$ cat src/rtl/lsu_pkg.sv
// Shared definitions for the load/store unit: size encodings, FSM state
// constants and the sub-word extract/merge helpers.
package lsu_pkg;

   localparam logic [1:0] SZ_BYTE = 2'd0;
   localparam logic [1:0] SZ_HALF = 2'd1;
   localparam logic [1:0] SZ_WORD = 2'd2;
   localparam logic [1:0] SZ_RSVD = 2'd3;

   typedef logic [2:0] lsu_state_t;

   localparam lsu_state_t S_IDLE  = 3'd0;
   localparam lsu_state_t S_LOAD  = 3'd1;
   localparam lsu_state_t S_ST_RD = 3'd2;
   localparam lsu_state_t S_ST_WR = 3'd3;
   localparam lsu_state_t S_RESP  = 3'd4;

   // Select the addressed byte/half of a memory word and extend it.
   function automatic logic [31:0] lsu_extract(
      input logic [31:0] word,
      input logic [1:0]  off,
      input logic [1:0]  size,
      input logic        uns
   );
      logic [7:0]  b;
      logic [15:0] h;
      logic [31:0] r;
      case (off)
         2'd0:    b = word[7:0];
         2'd1:    b = word[15:8];
         2'd2:    b = word[23:16];
         default: b = word[31:24];
      endcase
      h = off[1] ? word[31:16] : word[15:0];
      case (size)
         SZ_BYTE: r = uns ? {24'h0, b} : {{24{b[7]}}, b};
         SZ_HALF: r = uns ? {16'h0, h} : {{16{h[15]}}, h};
         default: r = word;
      endcase
      return r;
   endfunction

   // Substitute right-aligned store data into a word at the byte offset.
   function automatic logic [31:0] lsu_merge(
      input logic [31:0] word,
      input logic [31:0] wdata,
      input logic [1:0]  off,
      input logic [1:0]  size
   );
      logic [31:0] r;
      r = word;
      case (size)
         SZ_BYTE: begin
            case (off)
               2'd0:    r[7:0]   = wdata[7:0];
               2'd1:    r[15:8]  = wdata[7:0];
               2'd2:    r[23:16] = wdata[7:0];
               default: r[31:24] = wdata[7:0];
            endcase
         end
         SZ_HALF: begin
            if (off[1]) r[31:16] = wdata[15:0];
            else        r[15:0]  = wdata[15:0];
         end
         default: r = wdata;
      endcase
      return r;
   endfunction

endpackage

$ cat src/rtl/lsu_data_align.sv
// Pure combinational sub-word extract (loads) and merge (stores).
// No state; reusable by any word-organised memory client.
module lsu_data_align
   import lsu_pkg::*;
(
   input  logic [1:0]  offset,
   input  logic [1:0]  size,
   input  logic        is_unsigned,
   input  logic [31:0] rdata,
   input  logic [31:0] merge_src,
   input  logic [31:0] wdata,
   output logic [31:0] load_data,
   output logic [31:0] store_data
);

   // Extraction and merge are independent; both evaluated every cycle.
   always_comb begin
      load_data  = lsu_extract(rdata, offset, size, is_unsigned);
      store_data = lsu_merge(merge_src, wdata, offset, size);
   end

endmodule

$ cat src/rtl/load_store_unit.sv
// Load/store unit: valid/ready request in, valid/ready response out,
// drives a word-wide data memory. Sub-word stores use read-modify-write.
// Optional performance counters enabled by defining LSU_PERF_CNT_EN.
module load_store_unit
   import lsu_pkg::*;
#(
   parameter int ADDR_W = 14,
   parameter int DATA_W = 32
) (
   input  logic              clk,
   input  logic              rst,
   input  logic              req_valid,
   output logic              req_ready,
   input  logic              req_we,
   input  logic [1:0]        req_size,
   input  logic              req_unsigned,
   input  logic [31:0]       req_addr,
   input  logic [DATA_W-1:0] req_wdata,
   output logic              resp_valid,
   input  logic              resp_ready,
   output logic [DATA_W-1:0] resp_rdata,
   output logic              resp_err,
   output logic              mem_w_enable,
   output logic [ADDR_W-1:0] mem_addr,
   output logic [DATA_W-1:0] mem_w_data,
   input  logic [DATA_W-1:0] mem_r_data
`ifdef LSU_PERF_CNT_EN
   ,
   output logic [31:0]       perf_loads,
   output logic [31:0]       perf_stores,
   output logic [31:0]       perf_errs
`endif
);

   lsu_state_t        state;
   logic              r_we;
   logic [1:0]        r_size;
   logic              r_unsigned;
   logic [ADDR_W-1:0] r_addr;
   logic [31:0]       r_wdata;
   logic [31:0]       merge_q;
   logic [31:0]       load_data;
   logic [31:0]       store_data;
   logic              req_err;
   logic              accept;
   logic              resp_fire;

   lsu_data_align u_align (
      .offset      (r_addr[1:0]),
      .size        (r_size),
      .is_unsigned (r_unsigned),
      .rdata       (mem_r_data),
      .merge_src   (merge_q),
      .wdata       (r_wdata),
      .load_data   (load_data),
      .store_data  (store_data)
   );

   // Request legality: reserved size, misalignment, address beyond memory.
   always_comb begin
      req_err = 1'b0;
      if (req_size == SZ_RSVD)                          req_err = 1'b1;
      if (req_size == SZ_HALF && req_addr[0])           req_err = 1'b1;
      if (req_size == SZ_WORD && req_addr[1:0] != 2'b0) req_err = 1'b1;
      if (req_addr[31:ADDR_W] != '0)                    req_err = 1'b1;
   end

   // Handshake and memory-side outputs decoded from the state.
   always_comb begin
      req_ready    = (state == S_IDLE);
      resp_valid   = (state == S_RESP);
      accept       = req_valid && req_ready;
      resp_fire    = resp_valid && resp_ready;
      // rst gating keeps an in-flight write from landing on the reset cycle
      mem_w_enable = (state == S_ST_WR) && !rst;
      mem_addr     = '0;
      mem_w_data   = '0;
      if (state == S_LOAD || state == S_ST_RD || state == S_ST_WR)
         mem_addr = {r_addr[ADDR_W-1:2], 2'b00};
      if (state == S_ST_WR)
         mem_w_data = store_data;
   end

   // Main FSM with request capture and response registers.
   always_ff @(posedge clk) begin
      if (rst) begin
         state      <= S_IDLE;
         r_we       <= 1'b0;
         r_size     <= '0;
         r_unsigned <= 1'b0;
         r_addr     <= '0;
         r_wdata    <= '0;
         merge_q    <= '0;
         resp_rdata <= '0;
         resp_err   <= 1'b0;
      end else begin
         case (state)
            S_IDLE: begin
               if (accept) begin
                  r_we       <= req_we;
                  r_size     <= req_size;
                  r_unsigned <= req_unsigned;
                  r_addr     <= req_addr[ADDR_W-1:0];
                  r_wdata    <= req_wdata;
                  merge_q    <= '0;
                  resp_rdata <= '0;
                  if (req_err) begin
                     resp_err <= 1'b1;
                     state    <= S_RESP;
                  end else begin
                     resp_err <= 1'b0;
                     if (!req_we)                 state <= S_LOAD;
                     else if (req_size == SZ_WORD) state <= S_ST_WR;
                     else                          state <= S_ST_RD;
                  end
               end
            end
            S_LOAD: begin
               resp_rdata <= load_data;
               state      <= S_RESP;
            end
            S_ST_RD: begin
               merge_q <= mem_r_data;
               state   <= S_ST_WR;
            end
            S_ST_WR: begin
               resp_rdata <= '0;
               state      <= S_RESP;
            end
            S_RESP: begin
               if (resp_fire) begin
                  resp_rdata <= '0;
                  resp_err   <= 1'b0;
                  state      <= S_IDLE;
               end
            end
            default: state <= S_IDLE;
         endcase
      end
   end

`ifdef LSU_PERF_CNT_EN
   // Count completed responses by kind; errors are counted only as errors.
   always_ff @(posedge clk) begin
      if (rst) begin
         perf_loads  <= '0;
         perf_stores <= '0;
         perf_errs   <= '0;
      end else if (resp_fire) begin
         if (resp_err)  perf_errs   <= perf_errs + 32'd1;
         else if (r_we) perf_stores <= perf_stores + 32'd1;
         else           perf_loads  <= perf_loads + 32'd1;
      end
   end
`endif

endmodule

$ cat config.mk
export PLATFORM = sky130hd
export DESIGN_NAME = load_store_unit
export DESIGN_NICKNAME = d
export VERILOG_FILES = /design/src/rtl/lsu_pkg.sv /design/src/rtl/lsu_data_align.sv /design/src/rtl/load_store_unit.sv
export SDC_FILE = /design/constraint.sdc
export NUM_CORES = 1
export LEC_CHECK = 0
export CAP_MARGIN = 10
export CORE_MARGIN = 3
export CORE_UTILIZATION = 50
export DETAILED_ROUTE_END_ITERATION = 16
export DONT_BUFFER_PORTS = 1
export PLACE_DENSITY_LB_ADDON = 0.2
export SLEW_MARGIN = 20
export SYNTH_ARGS = -nofsm -noshare
export SYNTH_HDL_FRONTEND = slang
export SYNTH_SLANG_ARGS = --single-unit
$ cat constraint.sdc
create_clock -name clk -period 5.22 [get_ports clk]
set_clock_uncertainty 0.15 [all_clocks]
set_input_delay 1.044 -clock clk [delete_from_list [all_inputs] [get_ports clk]]
set_output_delay 1.044 -clock clk [all_outputs]
set_load 0.1 [all_outputs]
# Yosys cells after proc, flatten, opt, wreduce, memory -nomap -nowiden
# Cells that the tools add are included.
[totals]
reg_bits = 117
in_bits = 104
output_inout_bits = 82
[op_classes]
eq_ne = 12
n_mux = 32
reduce_logical = 23
[op_table]
columns = ["operator", "count"]
rows = [
  ["32-bit one-hot mux with 2 select lines", 3],
  ["32-bit 2-to-1 mux", 5],
  ["32-bit one-hot mux with 4 select lines", 1],
  ["16-bit 2-to-1 mux", 3],
  ["8-bit 2-to-1 mux", 4],
  ["8-bit one-hot mux with 3 select lines", 1],
  ["18-bit nonzero test", 1],
  ["14-bit 2-to-1 mux", 1],
  ["3-bit one-hot mux with 4 select lines", 1],
  ["3-bit 2-to-1 mux", 3],
  ["1-bit 2-to-1 mux", 8],
  ["2-bit by 1-bit equality test with 1-bit output, second input constant", 3],
  ["2-bit equality test, second input constant", 3],
  ["3-bit by 2-bit equality test with 1-bit output, second input constant", 2],
  ["2-bit AND reduction", 3],
  ["3-bit AND reduction", 2],
  ["2-bit nonzero test", 3],
  ["1-bit logical AND", 5],
  ["2-bit zero test", 2],
  ["2-bit by 1-bit inequality test with 1-bit output, second input constant", 2],
  ["4-bit nonzero test", 1],
  ["3-bit by 1-bit equality test with 1-bit output, second input constant", 1],
  ["3-bit equality test, second input constant", 1],
  ["3-bit zero test", 1],
  ["6 further kinds", 7],
]

# Longest topological paths before layout
[logic_depth]
word_depth = 8
mapped_depth = 7
mapped_depth_nobuf = 4

# Cells and area by module
# From an unflattened synthesis, not the netlist that was laid out.
[hier_totals]
cells_unflattened = 805
hier_area_um2 = 6065.8
[by_module_without_submodules]
columns = ["mod", "n_inst", "cells_each", "area_per_inst_um2", "seq_area_each_um2"]
rows = [
  ["load_store_unit", 1, 565, 4553.1, 2342.2],
  ["lsu_data_align", 1, 240, 1512.7, 0.0],
]

# Worst setup path after synthesis
# Ideal clock, no wire load.
[synth_timing]
path_type = "reg2out"
start = "register r_addr[1]"
end = "output mem_w_data[16]"
arrival_time_ns = 3.514
required_ns = 4.026
path_slack_ns = 0.512
stages_incl_launch_ff = 6
path_buffers = 3
path_cell_list = "dfxtp_1 > buf_6 > clkbuf_1 > clkbuf_1 > nand3_1 > a311oi_1"
[synth_via]
elab_chain_cells = 4
word_cells_on_any_way = 5
classes_between = "eq/ne: 1; mux: 4"
[synth_rtl]
columns = ["element", "line_no", "rtl"]
rows = [
  ["start: declaration", "load_store_unit.sv:39", "logic [ADDR_W-1:0] r_addr;"],
  ["start signal: assignment", "load_store_unit.sv:103", "r_addr <= req_addr[ADDR_W-1:0];"],
  ["2-bit equality test", "lsu_pkg.sv:54", "case (off)"],
  ["8-bit 2-to-1 mux", "lsu_pkg.sv:54", ""],
  ["32-bit one-hot mux with 2 select lines (*)", "lsu_pkg.sv:52", "case (size)"],
  ["32-bit 2-to-1 mux (*)", "load_store_unit.sv:80", "if (state == S_ST_WR)"],
  ["end: declaration", "load_store_unit.sv:25", "output logic [DATA_W-1:0] mem_w_data,"],
]
# Mark *: on every way between the ends. The rest lies on a longest branch, timed or not.

# Final worst setup path
[layout_timing]
start = "register r_addr[0]"
end = "output mem_w_data[1]"
[layout_via]
elab_chain_cells = 4
[layout_rtl]
columns = ["element", "line_no"]
rows = [
  ["2-bit zero test", "lsu_pkg.sv:54"],
  ["8-bit 2-to-1 mux", "lsu_pkg.sv:54"],
  ["32-bit one-hot mux with 2 select lines", "lsu_pkg.sv:52"],
  ["32-bit 2-to-1 mux", "load_store_unit.sv:80"],
]
# No other way between the ends.

==> impl_metrics.yaml <==
outcome:
  outcome: "finished, final reports clean"
routing:
  drcViolationCount: 0
  drt_iter0_markers: 616
  viasPerCell: 6.31
  wl_mm: 18.2
  dr.pass1.iters: 5
  routedWlPerCell_um: 20.7
  ant_nets: 0
  num_vias: 5551
worst_hold_path:
  min_path_type: "reg -> reg"
placed_design:
  dp_hpwl_mm: 12.6
  gp_congestion: 0.821
  dp_cells: 849
  port_buffers: 0
global_routing:
  grt_max_degree: 91
  gr-usage-met2: 0.411
  grt_pass1_vias: 5126
  track_usage: 0.275
  top_usage_layer: "met2"
  antenna_found_initial: 0
  use_met3: 0.0788
  grtUsageMet1: 0.385
  grt_pass1_wl_mm: 28.4
  grt_overflow: 0
logic_synthesis:
  synth_cell_types: 56
  async_flop_share: 0
  synth_edf_count: 0
  synth-seq-cells: 117
  synth-main-ff-cell: "dfxtp_1"
  syn_inst: 738
  yosys_warnings: 0
  syn_area_um2: 5890
  synth.avg_cell_area_um2: 7.98
  yosysSeqAreaShare: 0.398
power_and_ir_drop:
  peakVddDrop_uv: 248
  leakage_uw: 0.00236
  totalPowerFinal_uw: 2340
  pwr_density_cell_nw_per_um2: 334
job:
  drv_cap: 0
critical_path:
  worst-path-max-fanout: 24
  critPathLaunchType: "flip-flop"
  arrival_ns: 3.18
  worstSetupEndpointType: "primary output"
  crit_chain: "nand2b_1 -> a21oi_1 -> nand2_1 -> a21oi_2 -> buf_4"
  worst_path_max_delay_cell: "a21oi_1"
  max_stage_delay_ns: 0.94
  required_ns: 4.03
  critical_path_class: "reg -> out"
die:
  die_w_um: 115
  core_um2: 11500
  die-area_um2: 13100
  die_h_um: 115
  std_cell_rows: 39
  ioPinCount: 186
  initial_utilization: 0.514
layout:
  antenna_cells: 0
  fin_cells: 880
  nets: 830
  final_layout_size_suffix_gt1_frac: 0.171
  syn_to_final_growth_pct: 19.1
timing:
  fmax_ghz: 0.228
  hold_viol_final: 0
  fin_hold_ws_ns: 0.294
  maxSlewHeadroom: 0.247
  tns_ns: 0
  fin_crit_ns: 4.38
  slew_violations: 0
  worstMarginPinSlew_ns: 1.13
  finalSetupViolations: 0
  rsz0062_at_grt: "no"
  fin_crit_sh: 0.839
cts:
  cts_tree: "yes"
  cts_root_buf: "clkbuf_16"
  cts-resized-gates: 0
  numCtsBuffers: 17
  clkTransAtPathRegs_ns: 0.05
  cts_sinks: 117
  clockBufferDepth: 2
  worst_skew_pair.late_latency_ns: 0.41
  post_cts_buffers: 0
  htree_levels: 4
  cts_hold_buf: 0
==> placed cells by master (no fill, tap or decap), drive strengths merged, types with 11 or more instances in the layout <==
cell type	Yosys	layout
a21oi	107	107
nor2	27	27
o2bb2ai	22	22
nand3	40	40
buf	39	39
dfxtp	117	117
nand2	166	166
clkbuf	32	22
and2	14	14
o21ai	19	19
nor3	13	13
inv	11	11
a221o	16	16
==> worst max-delay path, delay by kind of cell (launching register included) <==
family	cells	cell delay, ns
AOI/OAI and AO/OA	2	1.11
buffers and inverters	1	0.32
DFF	1	0.57
and+or+nand+nor	2	0.76
==> report_power, final <==
| group | internal (uW) | total [uW] | leakage, uW | switching (uW) |
|---|---|---|---|---|
| combinational | 65.2 | 202 | 0.00112 | 137 |
| sequential | 920 | 954 | 0.000950 | 34.4 |
| clock | 782 | 1190 | 0.000292 | 405 |
==> state kept, by name (all words and copies together) (netlist names) <==
signal and cells:
state 3, r_unsigned 1, resp_rdata 32, r_size 2
merge_q 32, resp_err 1, r_addr 14, r_wdata 32
==> cells by family (layout without fill, tap and decap cells) <==
logic type	Yosys count	after routing	share of synthesized area
muxes	19	19	0.0382
buffers and inverters	82	80	0.0714
other	1	2	0.000637
DFF	117	117	0.398
AOI/OAI and AO/OA	221	221	0.250
and+or+nand+nor	298	298	0.243
==> stage by stage <==
step	setup slack (ns)	utilization	instance area, um2
6_report	0.843	0.612	7020
5_1_grt	0.576	0.612	7020
4_1_cts	0.893	0.610	7000
3_5_place_dp	1.34	0.558	6400
3_3_place_gp	1.54	0.558	6400
2_1_floorplan	0.512	-	5890
==> cell type report <==
class | count | area, um2
clock buffers | 22 | 474
clock inverters | 8 | 125
fillers | 1051 | 4450
inverters | 11 | 41.3
multi-input cells | 540 | 3400
flip-flops and latches | 117 | 2340
well taps | 143 | 179
repair buffers | 39 | 460
==> cell usage after synthesis (all sizes together) (7+ instances only) <==
cell | instances | share of area
a211oi | 8 | 0.010
a21oi | 107 | 0.091
a221oi | 8 | 0.012
mux2i | 9 | 0.016
nor3 | 13 | 0.015
a311oi | 8 | 0.012
nand2b | 7 | 0.0087
nand2 | 166 | 0.11
nor2 | 27 | 0.017
dfxtp | 117 | 0.40
a2bb2oi | 8 | 0.012
clkbuf | 32 | 0.021
nand3 | 40 | 0.034
a22o | 9 | 0.013
mux2 | 9 | 0.018
o2bb2ai | 22 | 0.033
nor4 | 7 | 0.013
buf | 39 | 0.044
and2 | 14 | 0.015
a221o | 16 | 0.027
o21ai | 19 | 0.016
inv | 11 | 0.0070
==> path summary, 6_finish.rpt <==
| kind | start | end | slack [ns] | cells past startpoint |
|---|---|---|---|---|
| worst max-delay path | r_addr[0] | mem_w_data[1] | 0.84 | 5 |
| worst min-delay path | r_addr[11] | r_addr[11] | 0.29 | 2 |
| worst max register to register | state[1] | r_wdata[2] | 2.27 | 4 |
| worst min register to register | r_addr[11] | r_addr[11] | 0.29 | 2 |
==> per-layer routing <==
metal | wire (um) | up-vias
met3 | 1900 | 23
met1 | 7760 | 2635
li1 | - | 2599
met4 | 297 | 0
met2 | 8260 | 294
met5 | 0 | -
Power figures use the tool's default switching activity.
